File: src/rtl/decod_rr_arbiter_4.sv
`default_nettype none
// ============================================================================
// Module   : decod_rr_arbiter_4
// Brief    : Four-way round-robin arbiter with hold-time preemption and a
//            one-hot grant bus decoded from the registered owner index.
// Revision : 1.0 - initial release
// ============================================================================
module decod_rr_arbiter_4 #(
    parameter int MAX_HOLD = 8
) (
    input  logic       clk,
    input  logic       rst_n,
    input  logic       enable,
    input  logic [3:0] req,
    output logic [3:0] gnt,
    output logic [1:0] gnt_id,
    output logic       gnt_valid
);
    localparam int                 c_HOLD_W   = $clog2(MAX_HOLD + 1);
    localparam logic [c_HOLD_W-1:0] c_MAX_HOLD = c_HOLD_W'(MAX_HOLD);
    localparam logic [c_HOLD_W-1:0] c_HOLD_ONE = c_HOLD_W'(1);

    localparam logic [0:0] c_ST_IDLE  = 1'b0;
    localparam logic [0:0] c_ST_GRANT = 1'b1;

    logic [0:0]          r_state;
    logic [1:0]          r_ptr;
    logic [c_HOLD_W-1:0] r_hold_cnt;
    logic [1:0]          r_gnt_id;
    logic                r_gnt_valid;
    logic [3:0]          r_gnt;

    logic [0:0]          w_state_nxt;
    logic [1:0]          w_ptr_nxt;
    logic [c_HOLD_W-1:0] w_hold_nxt;
    logic [1:0]          w_id_nxt;
    logic                w_valid_nxt;
    logic [3:0]          w_gnt_nxt;

    logic [1:0]          w_search_ptr;
    logic                w_found;
    logic [1:0]          w_win_id;
    logic [3:0]          w_owner_oh;
    logic                w_others;
    logic                w_release;

    // State register: all outputs come straight from flops
    always_ff @(posedge clk) begin
        if (!rst_n) begin
            r_state     <= c_ST_IDLE;
            r_ptr       <= 2'd3;
            r_hold_cnt  <= '0;
            r_gnt_id    <= 2'd0;
            r_gnt_valid <= 1'b0;
            r_gnt       <= 4'b0000;
        end else begin
            r_state     <= w_state_nxt;
            r_ptr       <= w_ptr_nxt;
            r_hold_cnt  <= w_hold_nxt;
            r_gnt_id    <= w_id_nxt;
            r_gnt_valid <= w_valid_nxt;
            r_gnt       <= w_gnt_nxt;
        end
    end

    // On release the pointer becomes the old owner, so the search starts just
    // past it and the preempted owner is naturally considered last.
    assign w_search_ptr = (r_state == c_ST_GRANT) ? r_gnt_id : r_ptr;

    // Descending scan: the last hit, i.e. the nearest to the pointer, wins
    always_comb begin
        w_found  = 1'b0;
        w_win_id = 2'd0;
        for (int i = 4; i >= 1; i--) begin
            if (req[w_search_ptr + 2'(i)]) begin
                w_found  = 1'b1;
                w_win_id = w_search_ptr + 2'(i);
            end
        end
    end

    assign w_owner_oh = 4'b0001 << r_gnt_id;
    assign w_others   = |(req & ~w_owner_oh);
    assign w_release  = !req[r_gnt_id] || !enable ||
                        ((r_hold_cnt == c_MAX_HOLD) && w_others);

    // Next-state logic
    always_comb begin
        w_state_nxt = r_state;
        w_ptr_nxt   = r_ptr;
        w_hold_nxt  = r_hold_cnt;
        w_id_nxt    = r_gnt_id;
        w_valid_nxt = r_gnt_valid;
        case (r_state)
            c_ST_IDLE: begin
                if (enable && w_found) begin
                    w_state_nxt = c_ST_GRANT;
                    w_id_nxt    = w_win_id;
                    w_valid_nxt = 1'b1;
                    w_hold_nxt  = c_HOLD_ONE;
                end
            end
            c_ST_GRANT: begin
                if (w_release) begin
                    w_ptr_nxt = r_gnt_id;
                    if (enable && w_found) begin
                        w_id_nxt    = w_win_id;
                        w_valid_nxt = 1'b1;
                        w_hold_nxt  = c_HOLD_ONE;
                    end else begin
                        w_state_nxt = c_ST_IDLE;
                        w_id_nxt    = 2'd0;
                        w_valid_nxt = 1'b0;
                        w_hold_nxt  = '0;
                    end
                end else if (r_hold_cnt != c_MAX_HOLD) begin
                    w_hold_nxt = r_hold_cnt + c_HOLD_ONE;
                end
            end
            default: begin
                w_state_nxt = c_ST_IDLE;
                w_id_nxt    = 2'd0;
                w_valid_nxt = 1'b0;
                w_hold_nxt  = '0;
            end
        endcase
    end

    // Output decode feeding the grant register
    always_comb begin
        w_gnt_nxt = w_valid_nxt ? (4'b0001 << w_id_nxt) : 4'b0000;
    end

    assign gnt       = r_gnt;
    assign gnt_id    = r_gnt_id;
    assign gnt_valid = r_gnt_valid;

endmodule
`default_nettype wire

File: config.mk
export PLATFORM = sky130hd
export DESIGN_NAME = decod_rr_arbiter_4
export DESIGN_NICKNAME = d
export VERILOG_FILES = /design/src/rtl/decod_rr_arbiter_4.sv
export SDC_FILE = /design/constraint.sdc
export NUM_CORES = 1
export LEC_CHECK = 0
export CAP_MARGIN = 20
export CORE_MARGIN = 2
export CORE_UTILIZATION = 60
export CTS_CLUSTER_SIZE = 8
export DETAILED_ROUTE_END_ITERATION = 6
export DONT_BUFFER_PORTS = 1
export MAX_ROUTING_LAYER = met4
export PLACE_DENSITY = 0.81
export SYNTH_ARGS = -nofsm -noshare
export SYNTH_HDL_FRONTEND = slang
export SYNTH_SLANG_ARGS = --single-unit
File: constraint.sdc
create_clock -name clk -period 2.8 [get_ports clk]
set_input_delay 0.84 -clock clk [delete_from_list [all_inputs] [get_ports clk]]
set_output_delay 0.84 -clock clk [all_outputs]
set_load 0.01 [all_outputs]
==> flow_metrics.py, run 1 <==
metrics = {
    "grt": {
        "grt_antenna_before_repair": 0,
        "grt_overflow": 0,
        "grt_max_degree": 13,
        "grt_use_total_pct": 22.5,
        "grt_pass1_wl_um": 2990,
        "grt_pass1_vias": 686,
    },
    "sta": {
        "max_freq_mhz": 451,
        "finalMaxSlewViolations": 0,
        "rsz0062_at_grt": "no",
        "tightest_slew_ns": 0.596,
        "hold_violations": 0,
        "final.setup.tns_ns": 0,
        "period_share_pct": 79.2,
        "clock_skew_ns": 0.00384,
        "finalCriticalPeriod_ns": 2.22,
        "setup_violations": 0,
        "relSlewSlack_pct": 59.8,
    },
    "clocking": {
        "clkLatencyLatePin_ns": 0.27,
        "numCtsBuffers": 3,
        "hold_buffers": 0,
        "cts_root_buffer": "clkbuf_4",
        "htree_levels": 1,
        "clk_pin_slew_ns": 0.08,
        "cts_tree": "yes",
        "cts.path.max_buffers": 2,
        "cts-resized-gates": 0,
        "cts_setup_buffers": 0,
        "numClockSinks": 14,
    },
    "finish": {
        "num-fill-cells": 108,
        "num_antenna_cells": 0,
        "fin_cells": 113,
        "layout_commonest_cell": "dfxtp_1",
        "area_delta_synth_final_pct": 2.89,
        "final_nets": 109,
        "post-route-cell-area_um2": 891,
        "multi_input_area_um2": 543,
        "seqCellArea_um2": 280,
        "final_cell_mix": "14 x dfxtp_1, 7 x o21ai_0, 7 x nand3_1",
        "drive_above_1_share_pct": 13.3,
    },
    "power_and_ir_drop": {
        "p_per_area_nw_per_um2": 457,
        "leakagePower_nw": 0.324,
        "ir_drop_mv": 0.329,
        "totalPowerFinal_mw": 0.407,
    },
    "yosys": {
        "syn_area_um2": 866,
        "yosysSeqAreaShare_pct": 32.4,
        "syn_avg_cell_area_um2": 8.84,
        "ys_async_sr_fraction_pct": 0,
        "synth_ff_type": "dfxtp_1",
        "synth_cells": 98,
        "synth-edff-count": 0,
        "yosysUniqueCellTypes": 42,
        "syn-num-nets": 107,
        "ys_seq_elements": 14,
        "yosys_warnings": 0,
    },
    "worst_setup_path": {
        "cp_top_family": "flip-flops",
        "crit_path_frequent_cell": "and2_1",
        "path_class": "register to register",
        "slowest_delay_ns": 0.59,
        "cp_data_required_time_ns": 2.96,
        "worstPathArrival_ns": 2.38,
        "path_cells": "mux4_2, and2_1, o211a_2, o21ai_0, o31ai_2, and2_1",
        "critPathBufInv": 0,
        "crit_path_end_kind": "register",
        "cp_slowest_cell": "dfxtp_1",
        "crit_path_max_fanout": 10,
        "start_kind": "register",
    },
    "routing": {
        "ant_nets": 0,
        "via_count": 728,
        "dr.pass1.iters": 4,
        "drc": 0,
        "routed_wl_um": 1810,
        "initialDrtViolationCount": 21,
        "wire_per_inst_um": 16.1,
        "viasPerCell": 6.44,
    },
    "run_status": {
        "status": "complete, no violations",
    },
    "floorplan": {
        "die_area_um2": 1760,
        "die-height_um": 42.0,
        "num_rows": 13,
        "core_um2": 1320,
        "chipWidth_um": 42.0,
        "start_util_pct": 65.7,
        "io_pins": 14,
    },
    "placement": {
        "numPortBuffers": 0,
        "gp_congestion": 0.873,
        "place_inst": 110,
        "hpwlAfterDp_um": 1370,
        "placed_cell_area_um2": 868,
    },
    "worst_hold_path": {
        "hp-class": "register to register",
    },
    "run": {
        "drv_cap": 0,
    },
}
## synthesized netlist by cell type, drive strengths merged, types with 2 or more instances
| cell type | n | area (um^2) |
|---|---|---|
| o32ai | 2 | 36.3 |
| a21oi | 6 | 30.0 |
| nand2 | 6 | 22.5 |
| a21o | 2 | 15.0 |
| ha | 2 | 25.0 |
| nor2 | 4 | 15.0 |
| a21boi | 5 | 37.5 |
| buf | 3 | 20.0 |
| nor2b | 6 | 37.5 |
| and2 | 6 | 37.5 |
| nand3 | 7 | 35.0 |
| o21ai | 9 | 48.8 |
| inv | 5 | 18.8 |
| dfxtp | 14 | 280 |
## power breakdown
part | internal, mW | switching, mW
Sequential | 0.210 | 0.0171
Clock | 0.0496 | 0.0569
Combinational | 0.0351 | 0.0381
Total | 0.295 | 0.112
## state kept, by name, summed over array words and instances, names as in the netlist
name and flops:
r_hold_cnt 4, r_ptr 2, r_state 1, gnt_valid 1, gnt 4, gnt_id 2
## layout make-up
class	instances	share of cell area [%]
Inverter	5	2.11
Clock buffer	3	2.53
Multi-Input combinational cell	75	61.0
Tap cell	15	2.11
Sequential cell	14	31.5
Timing Repair Buffer	1	0.843
## cells by family after synthesis
family          count (synthesis)  share of synthesized area (%)
fa+ha+maj                       2                           2.89
compound gates                 34                           31.5
simple gates                   36                           23.3
flops                          14                           32.4
buf+inv                         9                           4.91
mux                             3                           5.06
## metal layers
metal	track usage (%)	wire length [um]	up-vias	part of all wire, %
met5	-	0	-	0
met3	3.88	100	2	5.5
met4	5.81	14	0	0.77
li1	-	-	363	-
met2	39.4	889	21	49
met1	26.6	810	342	45
## path summary, 6_finish.rpt
kind | endpoint | cells after the start | startpoint | slack (ns)
setup reg to reg | gnt_id[1]$_SDFF_PN0_ | 6 | gnt_id[1]$_SDFF_PN0_ | 0.58
hold / removal | r_hold_cnt[2]$_SDFFE_PN0P_ | 2 | r_hold_cnt[2]$_SDFFE_PN0P_ | 0.51
setup / recovery | gnt_id[1]$_SDFF_PN0_ | 6 | gnt_id[1]$_SDFF_PN0_ | 0.58
hold reg to reg | r_hold_cnt[2]$_SDFFE_PN0P_ | 2 | r_hold_cnt[2]$_SDFFE_PN0P_ | 0.51
## per-stage QoR
stage / util [%] / worst slack, ns / hold WS, ns
4_1_cts: 67.6 / 0.600 / 0.511
3_5_place_dp: 65.9 / 0.392 / 0.504
2_1_floorplan: - / 0.331 / 0.457
6_report: 67.6 / 0.582 / 0.510
3_3_place_gp: 65.9 / 0.415 / 0.473
5_1_grt: 67.6 / 0.481 / 0.551
## worst reg2reg max path, cell delays in order (launching register included)
cell	delay (ns)
dfxtp_1	0.59
mux4_2	0.55
and2_1	0.23
o211a_2	0.20
o21ai_0	0.22
o31ai_2	0.14
and2_1	0.19
(Power assumes the default switching activity.)
==> inputs of run 2 (changes only) <==
==> constraint.sdc (replaced) <==
create_clock -name clk -period 2.1 [get_ports clk]
set_input_delay 0.63 -clock clk [delete_from_list [all_inputs] [get_ports clk]]
set_output_delay 0.63 -clock clk [all_outputs]
set_load 0.01 [all_outputs]
==> flow_metrics.py, run 2 (same netlist as run 1, synthesis figures left out) <==
metrics = {
    "run_status": {
        "status": "complete, no violations",
    },
    "clocking": {
        "clkLatencyLatePin_ns": 0.27,
        "numClockSinks": 14,
        "cts_root_buffer": "clkbuf_4",
        "clk_pin_slew_ns": 0.09,
        "cts_tree": "yes",
        "cts_setup_buffers": 0,
        "cts.path.max_buffers": 2,
        "numCtsBuffers": 3,
        "cts-resized-gates": 0,
        "htree_levels": 1,
        "hold_buffers": 0,
    },
    "finish": {
        "num-fill-cells": 99,
        "final_nets": 116,
        "postLayoutCoreUtil_pct": 73.0,
        "num_antenna_cells": 0,
        "fin_cells": 121,
        "drive_above_1_share_pct": 21.7,
        "final_cell_mix": "13 x dfxtp_1, 8 x buf_4, 7 x nand3_1",
        "multi_input_area_um2": 547,
        "seqCellArea_um2": 282,
        "area_delta_synth_final_pct": 11.1,
        "layout_commonest_cell": "dfxtp_1",
    },
    "routing": {
        "ant_nets": 0,
        "drc": 0,
        "via_count": 771,
        "viasPerCell": 6.37,
        "dr.pass1.iters": 5,
        "wire_per_inst_um": 15.0,
        "initialDrtViolationCount": 30,
        "routed_wl_um": 1820,
    },
    "floorplan": {
        "io_pins": 14,
        "core_um2": 1320,
        "chipWidth_um": 42.0,
        "die-height_um": 42.0,
        "start_util_pct": 65.7,
        "num_rows": 13,
        "die_area_um2": 1760,
    },
    "worst_setup_path": {
        "cp_data_required_time_ns": 2.31,
        "cp-endpoint": "gnt[2]$_SDFF_PN0_",
        "timing.rr.start": "gnt_id[1]$_SDFF_PN0_",
        "crit_path_end_kind": "register",
        "reg2reg_slack_ns": 0.12,
        "r2r-end": "gnt[2]$_SDFF_PN0_",
        "setup.worst_path.start": "gnt_id[1]$_SDFF_PN0_",
        "crit_path_max_fanout": 6,
        "start_kind": "register",
        "reg2regPathDepth": 7,
        "path_class": "register to register",
        "worstPathArrival_ns": 2.19,
    },
    "placement": {
        "gp_congestion": 0.885,
        "hpwlAfterDp_um": 1410,
        "post-place-ws_ns": -0.0922,
        "place_inst": 117,
        "numPortBuffers": 0,
    },
    "power_and_ir_drop": {
        "leakagePower_nw": 0.366,
        "p_per_area_nw_per_um2": 628,
        "ir_drop_mv": 0.415,
    },
    "sta": {
        "setup_violations": 0,
        "finalMaxSlewViolations": 0,
        "fin_hold_ws_ns": 0.419,
        "clock_skew_ns": 0.00591,
        "relSlewSlack_pct": 54.6,
        "setup_ws_ns": 0.125,
        "rsz0062_at_grt": "no",
        "hold_violations": 0,
        "finalCriticalPeriod_ns": 1.98,
        "max_freq_mhz": 506,
        "tightest_slew_ns": 0.672,
        "period_share_pct": 94.0,
    },
    "worst_hold_path": {
        "hp-class": "primary input to register",
    },
    "grt": {
        "grt_pass1_wl_um": 3080,
        "grt_max_degree": 13,
        "grt_overflow": 0,
        "grt_use_total_pct": 23.1,
        "grt_pass1_vias": 727,
        "grt_antenna_before_repair": 0,
    },
    "run": {
        "drv_cap": 0,
    },
}
==> run 2: worst max-delay path, stage by stage, from the launching register on <==
cell     delay, ns
dfxtp_1       0.41
or3b_1        0.41
o32ai_4       0.27
buf_4         0.17
o211a_2       0.26
o21ai_1       0.10
o31ai_2       0.12
nor2b_1       0.18
==> run 2: final cells by class <==
| type | instances | area share, % |
|---|---|---|
| inverters | 5 | 1.95 |
| multi-input cells | 75 | 56.8 |
| well taps | 15 | 1.95 |
| flip-flops and latches | 14 | 29.3 |
| repair buffers | 8 | 6.24 |
| clock buffers | 4 | 3.77 |
==> run 2: routing by layer <==
metal | up-vias | wire length [um] | track usage [%]
met1 | 355 | 776 | 28.2
met4 | 0 | 55 | 9.68
met5 | - | 0 | -
met2 | 28 | 871 | 36.3
met3 | 6 | 113 | 6.03
li1 | 382 | - | -
==> run 2: through the flow <==
step	setup TNS [ns]	instance area, um^2	power [mW]
floorplan	-0.0537	880	0.394
global placement	-0.131	925	0.414
detailed placement	-0.434	925	0.419
CTS	0	961	0.604
global route	0	962	0.639
finish	0	962	0.604
==> run 2: worst min-delay path by stage <==
stage                          startpoint                         end  slack [ns]  depth (start not counted)
2_1_floorplan  r_hold_cnt[3]$_SDFFE_PN0P_  r_hold_cnt[3]$_SDFFE_PN0P_        0.46                          2
6_report                            rst_n       r_ptr[1]$_SDFFE_PN1P_        0.42                          1
3_5_place_dp   r_hold_cnt[3]$_SDFFE_PN0P_  r_hold_cnt[3]$_SDFFE_PN0P_        0.48                          2
3_3_place_gp   r_hold_cnt[3]$_SDFFE_PN0P_  r_hold_cnt[3]$_SDFFE_PN0P_        0.47                          2
5_1_grt                             rst_n       r_ptr[0]$_SDFFE_PN1P_        0.41                          1
4_1_cts                             rst_n       r_ptr[1]$_SDFFE_PN1P_        0.42                          1
==> run 2: where the power goes <==
group / internal, mW / switching, mW
registers: 0.281 / 0.0178
logic: 0.0565 / 0.0593
clock network: 0.105 / 0.0849
